[src/rtl/control_fsm_cpu.sv]
`default_nettype none
// ============================================================================
// Module      : control_fsm_cpu
// Description : Multi-cycle control unit for data_path_cpu. Decodes
//               opcode/funct, sequences one instruction at a time through
//               DECODE/EXEC/MEM/WB/BR/JMP, stalls in DECODE on register
//               hazards, halts on illegal opcodes or on a stall timeout, and
//               counts retired instructions.
// Ports       : clk, rst             - clock, synchronous active-high reset
//               opcode, funct        - instruction fields from the datapath
//               is_alu_zero          - ALU zero flag (sampled at end of EXEC)
//               is_full_rnum1/2      - rs/rt pending-write hazard flags
//               is_load_PC, is_write_reg, is_write_mem - single-cycle enables
//               opcode_alu, is_R/I/J_type, is_write_from_mem,
//               control_mux_for_PC   - datapath steering (Moore)
//               halted, stall_timeout, retired_count - status
// Revision    : 1.0 - initial release
// ============================================================================
module control_fsm_cpu #(
    parameter int STALL_LIMIT = 255,
    parameter int RETIRE_W    = 32
) (
    input  logic                clk,
    input  logic                rst,
    input  logic [5:0]          opcode,
    input  logic [5:0]          funct,
    input  logic                is_alu_zero,
    input  logic                is_full_rnum1,
    input  logic                is_full_rnum2,
    output logic                is_load_PC,
    output logic                is_write_reg,
    output logic                is_write_mem,
    output logic [5:0]          opcode_alu,
    output logic                is_R_type,
    output logic                is_I_type,
    output logic                is_J_type,
    output logic                is_write_from_mem,
    output logic [1:0]          control_mux_for_PC,
    output logic                halted,
    output logic                stall_timeout,
    output logic [RETIRE_W-1:0] retired_count
);

    localparam int CNT_W = $clog2(STALL_LIMIT + 1);

    localparam logic [2:0] S_DECODE = 3'd0;
    localparam logic [2:0] S_EXEC   = 3'd1;
    localparam logic [2:0] S_MEM    = 3'd2;
    localparam logic [2:0] S_WB     = 3'd3;
    localparam logic [2:0] S_BR     = 3'd4;
    localparam logic [2:0] S_JMP    = 3'd5;
    localparam logic [2:0] S_HALT   = 3'd6;

    localparam logic [2:0] C_R    = 3'd0;
    localparam logic [2:0] C_ADDI = 3'd1;
    localparam logic [2:0] C_LW   = 3'd2;
    localparam logic [2:0] C_SW   = 3'd3;
    localparam logic [2:0] C_BEQ  = 3'd4;
    localparam logic [2:0] C_J    = 3'd5;
    localparam logic [2:0] C_ILL  = 3'd6;

    localparam logic [5:0] c_ALU_ADD = 6'b100000;
    localparam logic [5:0] c_ALU_SUB = 6'b100010;

    logic [2:0]          r_state;
    logic [2:0]          r_class;
    logic [5:0]          r_alu;
    logic                r_zero;
    logic                r_timeout;
    logic [CNT_W-1:0]    r_stall_cnt;
    logic [RETIRE_W-1:0] r_retired;

    logic [2:0]          w_state_nxt;
    logic [2:0]          w_class_nxt;
    logic [5:0]          w_alu_nxt;
    logic                w_zero_nxt;
    logic                w_timeout_nxt;
    logic [CNT_W-1:0]    w_stall_cnt_nxt;
    logic                w_retire;

    logic [2:0]          w_dec_class;
    logic [5:0]          w_dec_alu;
    logic                w_hazard;
    logic                w_in_instr;

    // Instruction decode of the live opcode; only consumed in DECODE.
    always_comb begin
        w_dec_class = C_ILL;
        w_dec_alu   = 6'd0;
        case (opcode)
            6'b000000: begin w_dec_class = C_R;    w_dec_alu = funct;     end
            6'b001000: begin w_dec_class = C_ADDI; w_dec_alu = c_ALU_ADD; end
            6'b100011: begin w_dec_class = C_LW;   w_dec_alu = c_ALU_ADD; end
            6'b101011: begin w_dec_class = C_SW;   w_dec_alu = c_ALU_ADD; end
            6'b000100: begin w_dec_class = C_BEQ;  w_dec_alu = c_ALU_SUB; end
            6'b000010: begin w_dec_class = C_J;    w_dec_alu = 6'd0;      end
            default:   begin w_dec_class = C_ILL;  w_dec_alu = 6'd0;      end
        endcase
    end

    // rt only matters for instructions that actually read it; J reads nothing.
    assign w_hazard = (w_dec_class != C_J) &&
                      (is_full_rnum1 ||
                       (is_full_rnum2 && ((w_dec_class == C_R) ||
                                          (w_dec_class == C_SW) ||
                                          (w_dec_class == C_BEQ))));

    // Next-state and Moore outputs.
    always_comb begin
        w_state_nxt        = r_state;
        w_class_nxt        = r_class;
        w_alu_nxt          = r_alu;
        w_zero_nxt         = r_zero;
        w_timeout_nxt      = r_timeout;
        w_stall_cnt_nxt    = r_stall_cnt;
        w_retire           = 1'b0;

        is_load_PC         = 1'b0;
        is_write_reg       = 1'b0;
        is_write_mem       = 1'b0;
        opcode_alu         = 6'd0;
        is_R_type          = 1'b0;
        is_I_type          = 1'b0;
        is_J_type          = 1'b0;
        is_write_from_mem  = 1'b0;
        control_mux_for_PC = 2'd0;
        halted             = 1'b0;
        stall_timeout      = r_timeout;

        w_in_instr = (r_state == S_EXEC) || (r_state == S_MEM) ||
                     (r_state == S_WB)   || (r_state == S_BR)  ||
                     (r_state == S_JMP);
        if (w_in_instr) begin
            opcode_alu = r_alu;
            is_R_type  = (r_class == C_R);
            is_I_type  = (r_class == C_ADDI) || (r_class == C_LW) ||
                         (r_class == C_SW);
            is_J_type  = (r_class == C_J);
        end

        case (r_state)
            S_DECODE: begin
                if (w_hazard) begin
                    // The STALL_LIMIT-th consecutive stall cycle is the timeout.
                    if (r_stall_cnt == CNT_W'(STALL_LIMIT - 1)) begin
                        w_state_nxt   = S_HALT;
                        w_timeout_nxt = 1'b1;
                    end else begin
                        w_stall_cnt_nxt = r_stall_cnt + CNT_W'(1);
                    end
                end else begin
                    w_class_nxt     = w_dec_class;
                    w_alu_nxt       = w_dec_alu;
                    w_stall_cnt_nxt = '0;
                    if (w_dec_class == C_J)
                        w_state_nxt = S_JMP;
                    else if (w_dec_class == C_ILL)
                        w_state_nxt = S_HALT;
                    else
                        w_state_nxt = S_EXEC;
                end
            end
            S_EXEC: begin
                case (r_class)
                    C_LW, C_SW: w_state_nxt = S_MEM;
                    C_BEQ: begin
                        w_state_nxt = S_BR;
                        w_zero_nxt  = is_alu_zero;
                    end
                    default:    w_state_nxt = S_WB;
                endcase
            end
            S_MEM: begin
                if (r_class == C_SW) begin
                    is_write_mem = 1'b1;
                    is_load_PC   = 1'b1;
                    w_retire     = 1'b1;
                    w_state_nxt  = S_DECODE;
                end else begin
                    is_write_from_mem = 1'b1;
                    w_state_nxt       = S_WB;
                end
            end
            S_WB: begin
                is_write_reg      = 1'b1;
                is_load_PC        = 1'b1;
                is_write_from_mem = (r_class == C_LW);
                w_retire          = 1'b1;
                w_state_nxt       = S_DECODE;
            end
            S_BR: begin
                is_load_PC         = 1'b1;
                control_mux_for_PC = {1'b0, r_zero};
                w_retire           = 1'b1;
                w_state_nxt        = S_DECODE;
            end
            S_JMP: begin
                is_load_PC         = 1'b1;
                control_mux_for_PC = 2'd2;
                w_retire           = 1'b1;
                w_state_nxt        = S_DECODE;
            end
            S_HALT: begin
                halted = 1'b1;
            end
            default: begin
                w_state_nxt = S_DECODE;
            end
        endcase
    end

    always_ff @(posedge clk) begin
        if (rst) begin
            r_state     <= S_DECODE;
            r_class     <= C_R;
            r_alu       <= 6'd0;
            r_zero      <= 1'b0;
            r_timeout   <= 1'b0;
            r_stall_cnt <= '0;
            r_retired   <= '0;
        end else begin
            r_state     <= w_state_nxt;
            r_class     <= w_class_nxt;
            r_alu       <= w_alu_nxt;
            r_zero      <= w_zero_nxt;
            r_timeout   <= w_timeout_nxt;
            r_stall_cnt <= w_stall_cnt_nxt;
            if (w_retire)
                r_retired <= r_retired + RETIRE_W'(1);
        end
    end

    assign retired_count = r_retired;

endmodule
`default_nettype wire

[config.mk]
export PLATFORM = sky130hd
export DESIGN_NAME = control_fsm_cpu
export DESIGN_NICKNAME = d
export VERILOG_FILES = /design/src/rtl/control_fsm_cpu.sv
export SDC_FILE = /design/constraint.sdc
export NUM_CORES = 1
export LEC_CHECK = 0
export ABC_AREA = 1
export CELL_PAD_IN_SITES_DETAIL_PLACEMENT = 2
export CELL_PAD_IN_SITES_GLOBAL_PLACEMENT = 2
export CORE_ASPECT_RATIO = 1.25
export CORE_MARGIN = 2
export CORE_UTILIZATION = 27
export DETAILED_ROUTE_END_ITERATION = 16
export PLACE_DENSITY_LB_ADDON = 0.05
export SYNTH_ARGS = -nofsm -noshare
export SYNTH_HDL_FRONTEND = slang
export SYNTH_SLANG_ARGS = --single-unit
[constraint.sdc]
create_clock -name clk -period 2.2 [get_ports clk]
set_input_delay 0.66 -clock clk [delete_from_list [all_inputs] [get_ports clk]]
set_output_delay 0.66 -clock clk [all_outputs]
set_load 0.02 [all_outputs]
Word level (Yosys, flattened, before mapping) --
Cells that the tools add are included.
Cells by class: multipliers 0, order comparisons 0, $add $sub $neg 2, equal/unequal tests 24, bitwise logic cells 2, shifts and indexed selects 0, multiplexer cells 23, divide/modulo/power cells 0, reductions and logical operators 23
Operators with widths (number):
- $add 32x1->32 const B | 1
- $eq 3x3->1 const B | 8
- $pmux 3 s6 | 1
- $pmux 6 s3 | 1
- $mux 8 | 2
- $eq 3x2->1 const B | 5
- $eq 6x6->1 const B | 2
- $mux 3 | 4
- $pmux 3 s4 | 1
- $logic_not 3->1 | 3
- $logic_or 1x1->1 | 9
- $add 8x1->8 const B | 1
- $eq 8x8->1 const B | 1
- $mux 1 | 8
- $reduce_and 2->1 | 4
- $eq 3x1->1 const B | 2
- $eq 6x2->1 const B | 1
- $eq 6x3->1 const B | 1
- $eq 6x4->1 const B | 1
- $logic_not 6->1 | 1
- $mux 6 | 1
- $ne 3x3->1 const B | 2
- $pmux 3 s2 | 1
- $reduce_or 3->1 | 2
- other kinds (8) | 11
Storage, ports and cells: logic and storage cells 81, output and inout bits 49, memories kept 0, bits in writable memories 0, latch bits 0, register bits 54, bits in read-only memories 0

Longest topological paths before layout --
Gate-level depths: netlist of the first run.
word-level depth 10, gate-level depth with buffers 12, depth with buffers taken out 12

Worst setup path before layout of the first run --
No wires, ideal clock.
path kind register -> output, from reg r_state[0], to out is_J_type, data arrival time 1.613 ns, cell stages (with the launch flop) 7, slack -0.073 ns, cell sequence dfxtp_1 > inv_1 > o21ai_2 > o21ai_2 > o21a_1 > clkbuf_1 > nor4_1
On the way: longest elaborated chain between the ends 6
Ends and longest elaborated chain:
- start, declared | RTL line 65 | logic [2:0] r_state;
- start signal, assigned | RTL line 222 | r_state <= w_state_nxt;
- $eq 3x1->1 / $eq 3x2->1 (equally long branches) | RTL line 130 | w_in_instr = (r_state == S_EXEC) || (r_state == S_MEM) ||
- $logic_or 1x1->1 (2 in a row) | RTL line 130
- $logic_or 1x1->1 | RTL line 131 | (r_state == S_WB) || (r_state == S_BR) ||
- $logic_or 1x1->1 (*) | RTL line 131
- $mux 1 (*) | RTL line 133 | if (w_in_instr) begin
- end, declared | RTL line 36 | output logic is_J_type,
Every way passes the cells marked *; elsewhere a longest branch is shown, timed or not.

Worst setup path after layout of the first run --
from reg r_state[1], to out is_R_type
On the way: longest elaborated chain between the ends 6
Ends and longest elaborated chain:
- $eq 3x1->1 / $eq 3x2->1 (equally long branches) | RTL line 130
- $logic_or 1x1->1 (2 in a row) | RTL line 130
- $logic_or 1x1->1 | RTL line 131
- $logic_or 1x1->1 (*) | RTL line 131
- $mux 1 (*) | RTL line 133
- end, declared | RTL line 34 | output logic is_R_type,
Marked as above.

==> out/metrics.csv, run 1 <==
metric;value;unit
TritonCTS clock tree;done;
clk_skew;0.006729;ns
clock slew seen by the registers of the worst setup and hold paths;0.08;ns
class of the tightest hold or removal check;reg2reg;
area growth from synthesis to layout;39.84;%
MaxCap Viol Count;0;
power density over cell area;811.1;mW/mm2
#FFs+latches synth;54;
number of nets in the synthesized netlist;486;
Worst path slowest cell;sky130_fd_sc_hd__dfxtp_2;
final critical path time including I/O delays and setup;2.190;ns
IO Count;66;
DIE WIDTH;99.34;um
number of cells on the critical path;6;
endpoint of the worst hold-timing path;r_alu[0]$_SDFFE_PP0P_;
ratio of cells with drive above 1 in the final layout;16.90;%
DPL Wire Length;8632;um
DIE AREA;0.01224;mm2
maximum number of pins on one net before global-route repair;21;
root buffer cell;sky130_fd_sc_hd__clkbuf_16;
cell family with the largest share of critical-path delay;compound AO/OA/AOI/OAI gates;
hold path start;r_alu[0]$_SDFFE_PP0P_;
final layout net count;581;
core area;0.01108;mm2
global route total overflow;0;
Mapped Cells;466;
buffers plus inverters on the worst setup path;2;
number of pins with negative max-slew slack in the final report;0;
worst-skew pair later-pin latency;0.30;ns
CP Max Fanout;5;
# DRC;0;
global-route wire length before repair;17760;um
number of I/O port buffers;65;
critical path data arrival time;1.53;ns
top-area cell type share of the netlist area;35.24;%
initial antenna violation count;0;
WP data required;1.54;ns
post-synth top area cell;sky130_fd_sc_hd__dfxtp_1;
DIE HEIGHT;123.2;um
sequential-to-total area share from yosys stat;35.24;%
CP Class;reg2out;
Post-synth ARST share;0;%
Final Instance Area;0.004290;mm2
peak clock frequency supported by timing;456.7;MHz
cts bufs inserted;5;
TritonCTS sink count;54;
highest cell delay on the worst timing path;0.34;ns
WHS Path Cells;2;
total global routing track utilization;18.19;%
area of placed instances;0.004068;mm2
Synthesis Warnings;0;
Worst-Margin Slew;0.4397;ns
cell with the most instances after synthesis;sky130_fd_sc_hd__nand2_1;
final-report hold violation count;0;
htree depth;2;
worst path cell trace;inv_2 -> o21ai_4 -> o21ai_4 -> o21a_4 -> nor3_1 -> buf_2;
Antenna Violating Nets Remaining;0;
destination of the worst register-to-register timing path;retired_count[15]$_SDFFE_PP0P_;
leakage power;1.656;nW
total of endpoints with negative setup slack in the final report;0;
Avg WL per Cell;15.52;um
run status;completed;
Commonest cells post-synth;sky130_fd_sc_hd__nand2_1, sky130_fd_sc_hd__nor2_1, sky130_fd_sc_hd__inv_1;
Critical Path Source Type;flip-flop;
Synth Flop Type;sky130_fd_sc_hd__dfxtp_1;
RSZ-0062 raised after global routing;true;
nature of the critical path endpoint;output pin;
worst-case register-to-register setup slack;0.17;ns
via count;3404;
top cells by area in the synthesized netlist;sky130_fd_sc_hd__dfxtp_1, sky130_fd_sc_hd__nand2_1, sky130_fd_sc_hd__nor2_1;
vias per inst;4.884;
largest voltage drop on the vdd net;0.3522;mV
worst reg-to-reg path cell count;12;
number of distinct library cells after synthesis;35;
final critical-path share of the clock period;99.53;%
Antenna diodes;0;
most used cell, CP;sky130_fd_sc_hd__o21ai_4;
number of global-route vias before repair;3728;
initial standard-cell utilization of the core;27.68;%
number of cell rows;43;
Reg2Reg Launch Point;r_state[1]$_SDFFE_PP0P_;
share of the core filled with cells in the final layout;38.71;%
average cell area after synthesis;6.584;um2
Iter 0 DRT Violations;37;
summed instance area of the synthesized netlist;0.003068;mm2
detailed-routing iteration count for the pre-antenna-repair pass;4;
remaining max-slew budget at the tightest pin;70.46;%
routability congestion estimate;0.7792;
maximum clock insertion buffer count;2;
Routed Wire Length;10820;um
EDFF count, synth;0;
[metrics by stage]
| step | instances | total power [W] | hold WS, ns | worst slack (ns) | setup TNS, ns |
|---|---|---|---|---|---|
| floorplan | 466 | 0.001891 | 0.4453 | 0.08358 | 0 |
| global placement | 686 | 0.002447 | 0.4479 | -0.1602 | -3.384 |
| detailed placement | 686 | 0.002484 | 0.4574 | -0.3278 | -6.663 |
| CTS | 694 | 0.003324 | 0.4725 | -0.01387 | -0.03637 |
| global route | 697 | 0.003696 | 0.4921 | -0.09023 | -0.3024 |
| finish | 697 | 0.003480 | 0.4679 | 0.01024 | 0 |
[worst min-delay path: cells and delay by family (launching register included)]
family / cells / cell delay [ns]
AO/OA/AOI/OAI: 1 / 0.05
flip-flops: 1 / 0.31
AND/OR/NAND/NOR: 1 / 0.06
[per-layer routing]
metal	up-vias	GRT usage [%]	share of wire, %
li1	1699	-	-
met1	1647	18.22	37
met2	45	37.67	59
met3	13	2.487	2.4
met4	0	6.079	1.9
met5	-	0	0
[how the worst max path moves through the flow]
stage | slack [ns] | end | startpoint
final | 0.01 | is_R_type | r_state[1]$_SDFFE_PP0P_
after global routing | -0.09 | is_J_type | r_state[1]$_SDFFE_PP0P_
after CTS | -0.01 | control_mux_for_PC[0] | r_state[0]$_SDFFE_PP0P_
after global placement | -0.16 | r_stall_cnt[3]$_SDFFE_PP0P_ | opcode[3]
after detailed placement | -0.33 | r_alu[5]$_SDFFE_PP0P_ | opcode[4]
after floorplan | 0.08 | is_I_type | r_state[0]$_SDFFE_PP0P_
[cells by family (layout without fill, tap and decap cells)]
logic type,Yosys count,in the layout,share of synthesized area (%)
adders and majority gates,3,3,1.224
buffers and inverters,75,170,9.625
and+or+nand+nor,250,250,37.40
xor gates and xnor gates,18,18,5.139
AOI/OAI and AO/OA,66,67,11.38
DFF,54,54,35.24
[placed cells by master (no fill, tap or decap), types with 4 or more instances in the layout]
| master | count |
|---|---|
| sky130_fd_sc_hd__nand2_1 | 87 |
| sky130_fd_sc_hd__nor2_1 | 63 |
| sky130_fd_sc_hd__inv_1 | 61 |
| sky130_fd_sc_hd__dfxtp_1 | 51 |
| sky130_fd_sc_hd__clkdlybuf4s50_1 | 48 |
| sky130_fd_sc_hd__a21oi_1 | 41 |
| sky130_fd_sc_hd__buf_4 | 36 |
| sky130_fd_sc_hd__nand3_1 | 31 |
| sky130_fd_sc_hd__nor3_1 | 21 |
| sky130_fd_sc_hd__o21ai_0 | 15 |
| sky130_fd_sc_hd__nand4_1 | 12 |
| sky130_fd_sc_hd__xor2_1 | 11 |
| sky130_fd_sc_hd__nand2_2 | 7 |
| sky130_fd_sc_hd__xnor2_1 | 7 |
| sky130_fd_sc_hd__nor2_2 | 6 |
| sky130_fd_sc_hd__clkbuf_16 | 5 |
| sky130_fd_sc_hd__nand3_2 | 4 |
| sky130_fd_sc_hd__clkbuf_2 | 4 |
| sky130_fd_sc_hd__buf_2 | 4 |
[power by group]
part	internal (W)	switching, W
registers	0.00107	0.0000810
clock network	0.000431	0.000426
logic	0.000558	0.000918
[area by class of cell]
class / instances / area [um2]
Clock buffer: 5 / 125.1
Clock inverter: 3 / 25.02
Fill cell: 1362 / 6793
Inverter: 65 / 246.5
Multi-Input combinational cell: 338 / 1793
Sequential cell: 54 / 1085
Tap cell: 135 / 168.9
Timing Repair Buffer: 97 / 847.1
[flip-flops by register name (all words and copies together), names as in the netlist]
| signal | cells |
|---|---|
| retired_count | 32 |
| stall_timeout | 1 |
| r_state | 3 |
| r_stall_cnt | 8 |
| r_zero | 1 |
| r_class | 3 |
| r_alu | 6 |
[what timing repair did]
| action | 4_1_cts | 5_1_grt |
|---|---|---|
| endpoints found under the hold margin | 0 | 0 |
| hold buffers | 0 | 0 |
| resized for setup | 60 | 36 |
| gates cloned | 0 | 1 |
| buffers inserted | 0 | 2 |
| endpoints found under the setup margin | 17 | 32 |
| pin swaps | 0 | 4 |
No activity file was read; power rests on OpenSTA's default activity.
==> run 2: changes to the inputs <==
MAX_ROUTING_LAYER = met4   (was not set)
==> out/metrics.csv, run 2 (synthesized netlist as in run 1, its figures left out) <==
metric;value;unit;change
WP data required;1.54;ns;about the same
cell family with the largest share of critical-path delay;compound AO/OA/AOI/OAI gates;;
number of I/O port buffers;65;;unchanged
cts bufs inserted;5;;unchanged
run status;completed;;
final critical path time including I/O delays and setup;2.182;ns;-0.007266 ns
DPL Wire Length;8632;um;unchanged
core area;0.01108;mm2;unchanged
max reg flops;32;;unchanged
peak clock frequency supported by timing;458.2;MHz;+0.33%
htree depth;2;;unchanged
DIE AREA;0.01224;mm2;unchanged
DIE WIDTH;99.34;um;unchanged
RSZ-0062 raised after global routing;true;;
highest cell delay on the worst timing path;0.34;ns;about the same
IO Count;66;;unchanged
post-layout total power;0.003476;W;-0.13%
power density over cell area;810.1;mW/mm2;-0.13%
global route total overflow;0;;unchanged
area of placed instances;0.004068;mm2;unchanged
total of endpoints with negative setup slack in the final report;0;;unchanged
met2 routing resource usage after global routing;37.63;%;-0.042 points
Worst-Margin Slew;0.4397;ns;unchanged
TritonCTS clock tree;done;;
leakage power;1.656;nW;unchanged
number of global-route vias before repair;3729;;+0.027%
global-route wire length before repair;17750;um;about the same
class of the tightest hold or removal check;reg2reg;;
Avg WL per Cell;15.51;um;about the same
critical path data arrival time;1.52;ns;about the same
most used cell, CP;sky130_fd_sc_hd__o21ai_4;;
CP Class;reg2out;;
maximum number of pins on one net before global-route repair;21;;unchanged
clk_skew;0.007199;ns;+0.0004701 ns
vias per inst;4.878;;-0.12%
final layout net count;581;;unchanged
largest voltage drop on the vdd net;0.3508;mV;-0.38%
remaining max-slew budget at the tightest pin;70.46;%;unchanged
Final Instance Area;0.004290;mm2;unchanged
root buffer cell;sky130_fd_sc_hd__clkbuf_16;;
area growth from synthesis to layout;39.84;%;unchanged
worst-skew pair later-pin latency;0.30;ns;about the same
Antenna Violating Nets Remaining;0;;unchanged
Iter 0 DRT Violations;40;;+8.1%
met1 GRT Util;18.26;%;+0.035 points
commonest non-fill, non-tap cell in the layout;sky130_fd_sc_hd__nand2_1;;
initial standard-cell utilization of the core;27.68;%;unchanged
via count;3400;;-0.12%
Routed Wire Length;10810;um;about the same
detailed-routing iteration count for the pre-antenna-repair pass;4;;unchanged
MaxCap Viol Count;0;;unchanged
DIE HEIGHT;123.2;um;unchanged
final-report hold violation count;0;;unchanged
number of cell rows;43;;unchanged
met3 track utilization from global routing;2.487;%;unchanged
Worst path slowest cell;sky130_fd_sc_hd__dfxtp_2;;
buffers plus inverters on the worst setup path;2;;unchanged
ratio of cells with drive above 1 in the final layout;16.90;%;unchanged
# DRC;0;;unchanged
most crowded layer after global routing;met2;;
TritonCTS sink count;54;;unchanged
initial antenna violation count;0;;unchanged
worst path cell trace;inv_2 -> o21ai_4 -> o21ai_4 -> o21a_4 -> nor3_1 -> buf_2;;
maximum clock insertion buffer count;2;;unchanged
CP Max Fanout;5;;unchanged
total global routing track utilization;18.71;%;+0.52 points
nature of the critical path endpoint;output pin;;
most used cells in the layout excluding fill and tap cells;sky130_fd_sc_hd__nand2_1, sky130_fd_sc_hd__nor2_1, sky130_fd_sc_hd__inv_1;;
final critical-path share of the clock period;99.20;%;-0.33 points
Critical Path Source Type;flip-flop;;
routability congestion estimate;0.7900;;+1.4%
clock slew seen by the registers of the worst setup and hold paths;0.08;ns;about the same
Antenna diodes;0;;unchanged
worst hold-check slack;0.4693;ns;+0.001440 ns
number of pins with negative max-slew slack in the final report;0;;unchanged
## run 2: cell counts in the layout (fill, tap and decap cells not counted)
No cell type changed its count.
## run 2: through the flow
step / setup TNS (ns) / instances / setup WS, ns / util, %
after floorplan: 0 / 466 / 0.08358 / -
after global placement: -3.384 / 686 / -0.1602 / 36.70
after detailed placement: -6.663 / 686 / -0.3278 / 36.70
after CTS: -0.03637 / 694 / -0.01387 / 37.79
after global routing: -0.2683 / 697 / -0.08536 / 38.71
final: 0 / 697 / 0.01750 / 38.71
## run 2: what timing repair did
item,CTS,global route
buffers inserted,0,2
cloned,0,1
gates resized for setup,60,36
hold buffers,0,0
setup endpoints to repair,17,32
pin swaps,0,4
## run 2: cell type report
type	count	area (um2)
Clock buffer	5	125.1
Fill cell	1362	6793
Timing Repair Buffer	97	847.1
Multi-Input combinational cell	338	1793
Tap cell	135	168.9
Sequential cell	54	1085
Clock inverter	3	25.02
Inverter	65	246.5
## run 2: worst min-delay path: cells and delay by family, from the launching register on
kind,cells,cell delay [ns]
AOI/OAI and AO/OA,1,0.05
DFF,1,0.31
and+or+nand+nor,1,0.06
## run 2: metal layers
layer	part of all wire (%)	wire, um	vias up
li1	-	-	1698
met1	37	4006	1644
met2	59	6343	45
met3	2.3	252	13
met4	1.9	204	0
met5	0	0	-
## run 2: path summary, 6_finish.rpt
kind / startpoint / to / slack, ns / depth (start not counted)
min: r_alu[0]$_SDFFE_PP0P_ / r_alu[0]$_SDFFE_PP0P_ / 0.47 / 2
min reg2reg: r_alu[0]$_SDFFE_PP0P_ / r_alu[0]$_SDFFE_PP0P_ / 0.47 / 2
max: r_state[1]$_SDFFE_PP0P_ / is_R_type / 0.02 / 6
max reg2reg: r_state[1]$_SDFFE_PP0P_ / retired_count[15]$_SDFFE_PP0P_ / 0.17 / 12
## run 2: power breakdown
part	switching, W	internal [W]
logic	0.000916	0.000558
clock network	0.000425	0.000430
registers	0.0000803	0.00107
==> run 3: changes to the inputs <==
CORE_UTILIZATION = 28   (was 27)
CTS_BUF_LIST = sky130_fd_sc_hd__clkbuf_8   (was not set)
==> out/metrics.csv, run 3 (synthesized netlist as in run 1, its figures left out) <==
metric;value;unit;change
destination of the worst register-to-register timing path;retired_count[15]$_SDFFE_PP0P_;;
commonest non-fill, non-tap cell in the layout;sky130_fd_sc_hd__nand2_1;;
TritonCTS clock tree;done;;
number of cell rows;42;;-2.3%
largest voltage drop on the vdd net;0.3603;mV;+2.7%
root buffer cell;sky130_fd_sc_hd__clkbuf_8;;
maximum clock insertion buffer count;2;;unchanged
ratio of cells with drive above 1 in the final layout;17.94;%;+1.0 points
IO Count;66;;unchanged
vias per inst;4.899;;+0.44%
number of I/O port buffers;65;;unchanged
Worst path slowest cell;sky130_fd_sc_hd__dfxtp_2;;
cts bufs inserted;5;;unchanged
CP Class;reg2out;;
remaining max-slew budget at the tightest pin;71.98;%;+1.5 points
via count;3405;;+0.15%
most used cells in the layout excluding fill and tap cells;sky130_fd_sc_hd__nand2_1, sky130_fd_sc_hd__nor2_1, sky130_fd_sc_hd__inv_1;;
DIE WIDTH;97.63;um;-1.7%
final critical path time including I/O delays and setup;2.171;ns;-0.01102 ns
Critical Path Source Type;flip-flop;;
RSZ-0062 raised after global routing;true;;
power density over cell area;771.7;mW/mm2;-4.7%
DIE HEIGHT;121.0;um;-1.7%
worst-skew pair later-pin latency;0.32;ns;+0.02 ns
global-route wire length before repair;17640;um;-0.66%
worst reg-to-reg path cell count;11;;-1
total global routing track utilization;18.94;%;+0.23 points
leakage power;1.637;nW;-1.1%
WP data required;1.54;ns;about the same
highest cell delay on the worst timing path;0.33;ns;about the same
Avg WL per Cell;15.74;um;+1.5%
htree depth;2;;unchanged
critical path startpoint;r_state[0]$_SDFFE_PP0P_;;
number of global-route vias before repair;3707;;-0.59%
share of the core filled with cells in the final layout;39.90;%;+1.2 points
routability congestion estimate;0.7578;;-4.1%
Iter 0 DRT Violations;52;;+30%
Antenna diodes;0;;unchanged
Worst-Margin Slew;0.4171;ns;-0.02259 ns
final critical-path share of the clock period;98.70;%;-0.50 points
initial antenna violation count;0;;unchanged
worst path cell trace;buf_4 -> nor2_2 -> buf_4 -> and3_1 -> clkdlybuf4s15_2;;
clk_skew;0.007141;ns;-0.00005796 ns
Reg2Reg Launch Point;r_state[2]$_SDFFE_PP0P_;;
final layout net count;582;;+0.17%
run status;completed;;
# DRC;0;;unchanged
count of filler cells inserted in the layout;1291;;-5.2%
detailed-routing iteration count for the pre-antenna-repair pass;4;;unchanged
worst-case register-to-register setup slack;0.20;ns;+0.03 ns
metal3 WL;238;um;-5.6%
total of endpoints with negative setup slack in the final report;0;;unchanged
most used cell, CP;sky130_fd_sc_hd__buf_4;;
Post-Route M1 WL;4022;um;+0.40%
Routed Wire Length;10940;um;+1.2%
TritonCTS sink count;54;;unchanged
initial standard-cell utilization of the core;28.90;%;+1.2 points
uppermost metal layer occupied by signal nets;met4;;
Antenna Violating Nets Remaining;0;;unchanged
area growth from synthesis to layout;38.05;%;
DPL Wire Length;8661;um;+0.34%
clock slew seen by the registers of the worst setup and hold paths;0.10;ns;+0.02 ns
max reg flops;32;;unchanged
nature of the critical path endpoint;output pin;;
met2 WL post-DR;6564;um;+3.5%
class of the tightest hold or removal check;reg2reg;;
peak clock frequency supported by timing;460.5;MHz;+0.51%
DIE AREA;0.01182;mm2;-3.4%
critical path data arrival time;1.51;ns;about the same
final-report hold violation count;0;;unchanged
post-layout total power;0.003268;W;-6.0%
worst setup path endpoint;control_mux_for_PC[0];;
maximum number of pins on one net before global-route repair;21;;unchanged
Hold Buf Count CTS;0;;unchanged
core area;0.01062;mm2;-4.2%
number of pins with negative max-slew slack in the final report;0;;unchanged
global route total overflow;0;;unchanged
MaxCap Viol Count;0;;unchanged
CP Max Fanout;3;;-2
## run 3: cell types whose count changed in the layout (fill, tap and decap cells not counted), sizes merged
cell / delta
buf: +4
clkbuf: -2
bufinv: +1
clkinvlp: -1
o21a: -1
## run 3: power by group
part           switching, W  leakage [nW]  total [W]  internal (W)
Combinational      0.000895          1.14    0.00142      0.000524
Clock              0.000361        0.0585   0.000703      0.000342
Sequential        0.0000801         0.439    0.00115       0.00107
## run 3: stage by stage
stage	instance area (um2)	setup slack [ns]	hold slack, ns	cells	setup TNS, ns
floorplan	3074	0.08358	0.4453	466	0
global placement	4079	-0.1792	0.4540	685	-3.784
detailed placement	4079	-0.2689	0.4600	685	-5.704
CTS	4180	-0.008226	0.4764	694	-0.008226
global route	4235	-0.05256	0.5162	695	-0.1648
finish	4235	0.02852	0.4725	695	0
## run 3: per-layer routing
| layer | track usage (%) | vias up |
|---|---|---|
| li1 | - | 1698 |
| met1 | 18.11 | 1657 |
| met2 | 39.70 | 43 |
| met3 | 2.304 | 7 |
| met4 | 4.253 | 0 |
| met5 | - | - |
## run 3: cell type report
type	instances	area, um2	share of cell area [%]
clock buffer	5	68.82	1.625
clock inverter	3	43.79	1.034
inverter	65	244.0	5.761
multi-input combinational	337	1775	41.92
sequential	54	1086	25.64
tap	132	165.2	3.900
timing repair buffer	99	852.1	20.12
## run 3: timing repair
action                                  in CTS  in global routing
gates cloned                                 0                  0
endpoints found under the setup margin      16                 29
endpoints found under the hold margin        0                  0
buffers inserted                             1                  1
pin swaps                                    0                  3
gates resized for setup                     70                 27
## run 3: worst min-delay path by stage
| stage | start | to | slack (ns) | cells after the start |
|---|---|---|---|---|
| 3_5_place_dp | r_alu[4]$_SDFFE_PP0P_ | r_alu[4]$_SDFFE_PP0P_ | 0.46 | 2 |
| 4_1_cts | r_alu[4]$_SDFFE_PP0P_ | r_alu[4]$_SDFFE_PP0P_ | 0.48 | 2 |
| 6_report | r_alu[4]$_SDFFE_PP0P_ | r_alu[4]$_SDFFE_PP0P_ | 0.47 | 2 |
| 3_3_place_gp | r_alu[2]$_SDFFE_PP0P_ | r_alu[2]$_SDFFE_PP0P_ | 0.45 | 2 |
| 2_1_floorplan | r_alu[0]$_SDFFE_PP0P_ | r_alu[0]$_SDFFE_PP0P_ | 0.45 | 2 |
| 5_1_grt | r_alu[2]$_SDFFE_PP0P_ | r_alu[2]$_SDFFE_PP0P_ | 0.52 | 2 |
## run 3: critical path: cells and delay by family, from the launching register on
kind	cells	cell delay, ns
DFF	1	0.33
buffers and inverters	3	0.55
and+or+nand+nor	2	0.31
